$ cat src/rtl/tdc_fifo_reader.sv
// TDC FIFO reader: pops one measurement word at a time and serialises it
// as a 7-byte frame (sync, sequence, four data bytes, XOR checksum).
module tdc_fifo_reader #(
  parameter logic [7:0]  SYNC_BYTE = 8'hAA,
  parameter logic [15:0] IDLE_GAP  = 16'd0
) (
  input  logic        clk,
  input  logic        rst,
  input  logic        fifo_empty,
  input  logic [31:0] fifo_dout,
  output logic        fifo_rd_en,
  input  logic        tx_busy,
  output logic [7:0]  tx_data,
  output logic        tx_new_data,
  input  logic        pause,
  input  logic        exit,
  output logic        frame_done,
  output logic [7:0]  seq_count
);

  localparam int unsigned WORD_W   = 32;
  localparam int unsigned BYTE_W   = 8;
  localparam int unsigned IDX_W    = 3;
  localparam int unsigned GAP_W    = 16;
  localparam logic [IDX_W-1:0] LAST_IDX = IDX_W'(6);

  typedef enum logic [2:0] {
    S_IDLE, S_GAP, S_POP, S_LATCH, S_SEND, S_DRAIN
  } state_e;

  state_e              state_q, state_d;
  logic [IDX_W-1:0]    idx_q, idx_d;
  logic [GAP_W-1:0]    gap_q, gap_d;
  logic [WORD_W-1:0]   word_q, word_d;
  logic [BYTE_W-1:0]   seq_lat_q, seq_lat_d;
  logic [BYTE_W-1:0]   chk_q, chk_d;
  logic [BYTE_W-1:0]   seq_q, seq_d;
  logic [BYTE_W-1:0]   tx_data_q, tx_data_d;
  logic                tx_nd_q, tx_nd_d;
  logic                rd_en_q, rd_en_d;
  logic                done_q, done_d;
  logic                issue_c;
  logic [BYTE_W-1:0]   byte_c;

  // A strobe is decided one cycle ahead so that it appears registered; the
  // sync byte is constant, so it can already be issued from LATCH.
  assign issue_c = !exit && !tx_busy && !tx_nd_q &&
                   ((state_q == S_LATCH) || (state_q == S_SEND));

  // Frame byte selected by the current index.
  always_comb begin
    byte_c = SYNC_BYTE;
    unique case (idx_q)
      IDX_W'(0): byte_c = SYNC_BYTE;
      IDX_W'(1): byte_c = seq_lat_q;
      IDX_W'(2): byte_c = word_q[31:24];
      IDX_W'(3): byte_c = word_q[23:16];
      IDX_W'(4): byte_c = word_q[15:8];
      IDX_W'(5): byte_c = word_q[7:0];
      IDX_W'(6): byte_c = chk_q;
      default:   byte_c = SYNC_BYTE;
    endcase
  end

  // State register.
  always_ff @(posedge clk) begin
    if (!rst) state_q <= S_IDLE;
    else      state_q <= state_d;
  end

  // Next-state logic; exit overrides everything.
  always_comb begin
    state_d = state_q;
    if (exit) begin
      state_d = S_IDLE;
    end else begin
      unique case (state_q)
        S_IDLE:  if (!fifo_empty && !pause) state_d = S_POP;
        S_POP:   state_d = S_LATCH;
        S_LATCH: state_d = S_SEND;
        S_SEND:  if (issue_c && (idx_q == LAST_IDX)) state_d = S_DRAIN;
        S_DRAIN: if (!tx_busy && !tx_nd_q) state_d = S_GAP;
        S_GAP:   if (gap_q >= IDLE_GAP) state_d = S_IDLE;
        default: state_d = S_IDLE;
      endcase
    end
  end

  // Output and datapath next values; strobes default low every cycle.
  always_comb begin
    idx_d     = idx_q;
    gap_d     = gap_q;
    word_d    = word_q;
    seq_lat_d = seq_lat_q;
    chk_d     = chk_q;
    seq_d     = seq_q;
    tx_data_d = tx_data_q;
    tx_nd_d   = 1'b0;
    rd_en_d   = 1'b0;
    done_d    = 1'b0;
    if (exit) begin
      idx_d = '0;
    end else begin
      unique case (state_q)
        S_IDLE: rd_en_d = !fifo_empty && !pause;
        S_POP:  idx_d = '0;
        S_LATCH: begin
          word_d    = fifo_dout;
          seq_lat_d = seq_q;
          chk_d     = seq_q ^ fifo_dout[31:24] ^ fifo_dout[23:16] ^
                      fifo_dout[15:8] ^ fifo_dout[7:0];
        end
        S_DRAIN: begin
          if (!tx_busy && !tx_nd_q) begin
            done_d = 1'b1;
            seq_d  = seq_q + BYTE_W'(1);
            gap_d  = '0;
          end
        end
        S_GAP: if (gap_q < IDLE_GAP) gap_d = gap_q + GAP_W'(1);
        default: ;
      endcase
      if (issue_c) begin
        tx_nd_d   = 1'b1;
        tx_data_d = byte_c;
        idx_d     = (idx_q == LAST_IDX) ? '0 : idx_q + IDX_W'(1);
      end
    end
  end

  // Datapath and output registers.
  always_ff @(posedge clk) begin
    if (!rst) begin
      idx_q     <= '0;
      gap_q     <= '0;
      word_q    <= '0;
      seq_lat_q <= '0;
      chk_q     <= '0;
      seq_q     <= '0;
      tx_data_q <= '0;
      tx_nd_q   <= 1'b0;
      rd_en_q   <= 1'b0;
      done_q    <= 1'b0;
    end else begin
      idx_q     <= idx_d;
      gap_q     <= gap_d;
      word_q    <= word_d;
      seq_lat_q <= seq_lat_d;
      chk_q     <= chk_d;
      seq_q     <= seq_d;
      tx_data_q <= tx_data_d;
      tx_nd_q   <= tx_nd_d;
      rd_en_q   <= rd_en_d;
      done_q    <= done_d;
    end
  end

  assign fifo_rd_en  = rd_en_q;
  assign tx_data     = tx_data_q;
  assign tx_new_data = tx_nd_q;
  assign frame_done  = done_q;
  assign seq_count   = seq_q;

endmodule
$ cat config.mk
export PLATFORM = sky130hd
export DESIGN_NAME = tdc_fifo_reader
export DESIGN_NICKNAME = d
export VERILOG_FILES = /design/src/rtl/tdc_fifo_reader.sv
export SDC_FILE = /design/constraint.sdc
export NUM_CORES = 1
export LEC_CHECK = 0
export ABC_CLOCK_PERIOD_IN_PS = 1900
export CAP_MARGIN = 20
export CORE_MARGIN = 2
export CORE_UTILIZATION = 48
export DETAILED_ROUTE_END_ITERATION = 7
export GPL_TIMING_DRIVEN = 0
export PLACE_DENSITY = 0.76
export SLEW_MARGIN = 0
export SYNTH_ARGS = -nofsm -noshare
export SYNTH_HDL_FRONTEND = slang
export SYNTH_SLANG_ARGS = --single-unit
$ cat constraint.sdc
create_clock -name clk -period 1.9 [get_ports clk]
set_input_delay 0.57 -clock clk [delete_from_list [all_inputs] [get_ports clk]]
set_output_delay 0.57 -clock clk [all_outputs]
set_load 0.005 [all_outputs]
==> flow_summary.json <==
{
  "total_leakage_power_nw": 1.54,
  "hold_viol_final": 0,
  "initial_utilization": 0.493,
  "dominantRegCellSynth": "dfxtp_1",
  "drive_above_1_share": 0.143,
  "finalCriticalPeriod_ps": 1880,
  "pre_cts_slack_ps": -521,
  "grt_max_degree": 19,
  "maxCapViolCount": 0,
  "vias": 3421,
  "grtUsageTotal": 0.257,
  "setup_viol_count_final": 0,
  "yosys-top-cells-area": "dfxtp_1 41%, nand2_1 10%, xnor2_1 6.1%",
  "finalCritPeriodShare": 0.990,
  "use_met3": 0.0459,
  "worstPathArrival_ps": 1310,
  "endpoint_kind": "primary output",
  "numCtsBuffers": 9,
  "viasPerCell": 5.80,
  "synth_top_family_by_area": "simple AND/OR/NAND/NOR gates",
  "fp-row-count": 31,
  "synth-simple-area-share": 0.246,
  "use_met2": 0.432,
  "grt_use_met1": 0.327,
  "hold_class": "reg2reg",
  "startpoint": "seq_count[5]$_SDFFE_PN0P_",
  "setup.worst_path.end": "seq_count[5]",
  "path_max_fanout": 7,
  "dieArea_mm2": 0.00816,
  "p_clk_frac": 0.464,
  "cp_num_buf_inv": 1,
  "ys_seq_area_frac": 0.408,
  "htreeDepth": 3,
  "synth_xor_area_frac": 0.0699,
  "netlist_area_mm2": 0.00358,
  "synth_top_area_cell": "dfxtp_1",
  "irDropWorstVdd_mv": 0.426,
  "critPathKind": "reg2out",
  "worst-path-stages": 1,
  "async_flop_share": 0,
  "max_freq_ghz": 0.532,
  "yosysTopAreaCellShare": 0.408,
  "status": "finished, final reports clean",
  "clk_latency_ps": 350,
  "skew_ps": 6.11,
  "synthAdderAreaFrac": 0.00699,
  "ys_ff_latch": 73,
  "power_switching_mw": 0.734,
  "synth_warnings": 0,
  "synth.distinct_cells": 51,
  "syn_nets": 457,
  "clock_sinks": 73,
  "dr.pass1.iters": 5,
  "wl_mm": 10.4,
  "slew_headroom": 0.685,
  "dpl.hpwl_mm": 7.40,
  "grt_overflow": 0,
  "power.density_mw_per_mm2": 718,
  "root_buffer": "clkbuf_8",
  "grt_pass1_vias": 3165,
  "timing.rr.start": "idx_q[1]$_SDFFE_PP0P_",
  "p_int_mw": 2.56,
  "critPathTopFamily": "buffers and inverters",
  "r2r_end": "tx_data[4]$_SDFFE_PN0P_",
  "wl_per_cell_um": 17.6,
  "setup_ws_ps": 19.3,
  "post-synth-top-count-cell": "nand2_1",
  "tritoncts": "built",
  "grt_pass1_wl_mm": 16.4,
  "cp_slowest_cell": "clkdlybuf4s50_1",
  "rsz0062_at_grt": "yes",
  "fin_nets": 526,
  "critPathRequiredTime_ps": 1330,
  "core_area_mm2": 0.00725,
  "synthTopCellsByCount": "95 x nand2_1, 73 x dfxtp_1, 32 x a21oi_1, 25 x xnor2_1, 16 x a21boi_0",
  "synth_compound_area_frac": 0.194,
  "crit_chain": "clkdlybuf4s50_1",
  "drc_errors": 0,
  "ioPinCount": 57,
  "slowest_delay_ps": 530,
  "final_max_slew_viol_count": 0,
  "cp-start-kind": "flop",
  "clkTransAtPathRegs_ps": 80,
  "pwr-share-comb": 0.072,
  "die_w_um": 90.3,
  "antenna_found_initial": 0,
  "final_antenna_net_count": 0,
  "p_sw_frac": 0.223,
  "reg2regPathDepth": 6,
  "synth_edf_count": 0,
  "reg2reg_slack_ps": 100,
  "synth_mux_area_frac": 0.0206,
  "synth_cells": 417,
  "drt-initial-drc-count": 281,
  "pwr-share-seq": 0.464,
  "antenna_cells": 0,
  "numPortBuffers": 56,
  "top_usage_layer": "met2",
  "syn_to_final_growth_pct": 28.1,
  "tightest_slew_ps": 469,
  "syn_area_per_cell_um2": 8.58,
  "finalSetupTns_ps": 0,
  "gp_congestion": 0.910,
  "die_h_um": 90.3,
  "cts_buffer_depth": 2
}
-- power groups by stage --
stage          Sequential [mW]  Clock [mW]  Combinational, mW
6_report                  1.53        1.53              0.238
5_1_grt                   1.53        1.58              0.252
4_1_cts                   1.53        1.51              0.235
3_5_place_dp              1.57           0              0.231
3_3_place_gp              1.57           0              0.230
2_1_floorplan             1.57           0              0.100
-- cells by family after synthesis --
logic type | after synthesis
AOI/OAI and AO/OA | 100
xor gates and xnor gates | 27
muxes | 7
adders and majority gates | 2
DFF | 73
buffers and inverters | 36
and+or+nand+nor | 172
-- per-layer routing --
metal / part of all wire / vias up
met2: 0.48 / 151
met1: 0.43 / 1633
met4: 0.025 / 0
met3: 0.067 / 22
li1: - / 1615
met5: 0 / -
-- stage by stage --
stage / util / total power [mW] / cell area, um^2 / cells / hold slack (ps)
after global routing: 0.632 / 3.36 / 4580 / 590 / 475
final: 0.632 / 3.29 / 4580 / 590 / 456
after CTS: 0.630 / 3.27 / 4570 / 591 / 456
after floorplan: - / 1.67 / 3580 / 417 / 428
after global placement: 0.588 / 1.80 / 4260 / 572 / 438
after detailed placement: 0.588 / 1.80 / 4260 / 572 / 446
-- area by class of cell --
class / instances / area, um^2
Fill cell: 652 / 2670
Tap cell: 99 / 124
Inverter: 4 / 15.0
Multi-Input combinational cell: 308 / 1950
Clock buffer: 11 / 141
Clock inverter: 5 / 103
Timing Repair Buffer: 60 / 589
Sequential cell: 73 / 1480
Buffer: 30 / 185
-- timing repair --
item | in CTS | in global routing
pin swaps | 3 | 2
gates resized for setup | 20 | 13
setup endpoints to repair | 67 | 35
buffers inserted | 4 | 0
endpoints found under the hold margin | 0 | 0
hold buffers | 0 | 0
-- flip-flops by register name (all words and copies together) (netlist names) --
name and cells:
seq_lat_q 8, seq_count 8, fifo_rd_en 1, chk_q 8
word_q 32, frame_done 1, tx_new_data 1, idx_q 3
state_q 3, tx_data 8
-- placed cells by master (no fill, tap or decap), types with 3 or more instances in the layout --
master,instances
nor4b_1,5
buf_4,9
dfxtp_2,5
o21ai_0,7
a31oi_1,5
o22ai_1,5
mux2_2,3
nand4_1,10
a21boi_0,16
a21oi_1,32
a211oi_1,3
a22o_1,5
a31o_2,3
dfxtp_4,3
a221oi_1,3
clkbuf_8,10
clkdlybuf4s50_1,55
nor3_1,3
nor2b_1,5
nor2_1,5
xnor2_1,25
clkbuf_2,10
buf_6,4
nand3_1,11
and2_1,6
o41ai_1,4
inv_1,3
bufinv_16,3
buf_2,9
nand2b_1,6
dfxtp_1,65
clkbuf_1,3
nand3b_1,15
mux2i_1,4
nand2_1,95
-- how the worst min path moves through the flow --
stage                            start                       to  depth (start not counted)
3_5_place_dp   word_q[10]$_SDFFE_PN0P_  word_q[10]$_SDFFE_PN0P_                          2
6_report       word_q[10]$_SDFFE_PN0P_  word_q[10]$_SDFFE_PN0P_                          2
3_3_place_gp     chk_q[7]$_SDFFE_PN0P_    chk_q[7]$_SDFFE_PN0P_                          2
2_1_floorplan    chk_q[7]$_SDFFE_PN0P_    chk_q[7]$_SDFFE_PN0P_                          2
4_1_cts        word_q[10]$_SDFFE_PN0P_  word_q[10]$_SDFFE_PN0P_                          2
5_1_grt        word_q[31]$_SDFFE_PN0P_  word_q[31]$_SDFFE_PN0P_                          2
-- tightest hold or removal path: stages (launching register included) --
cell,delay (ps)
dfxtp_1,310
nand2_1,50
a21oi_1,50
Note: power is estimated with default switching activity, not from simulation.
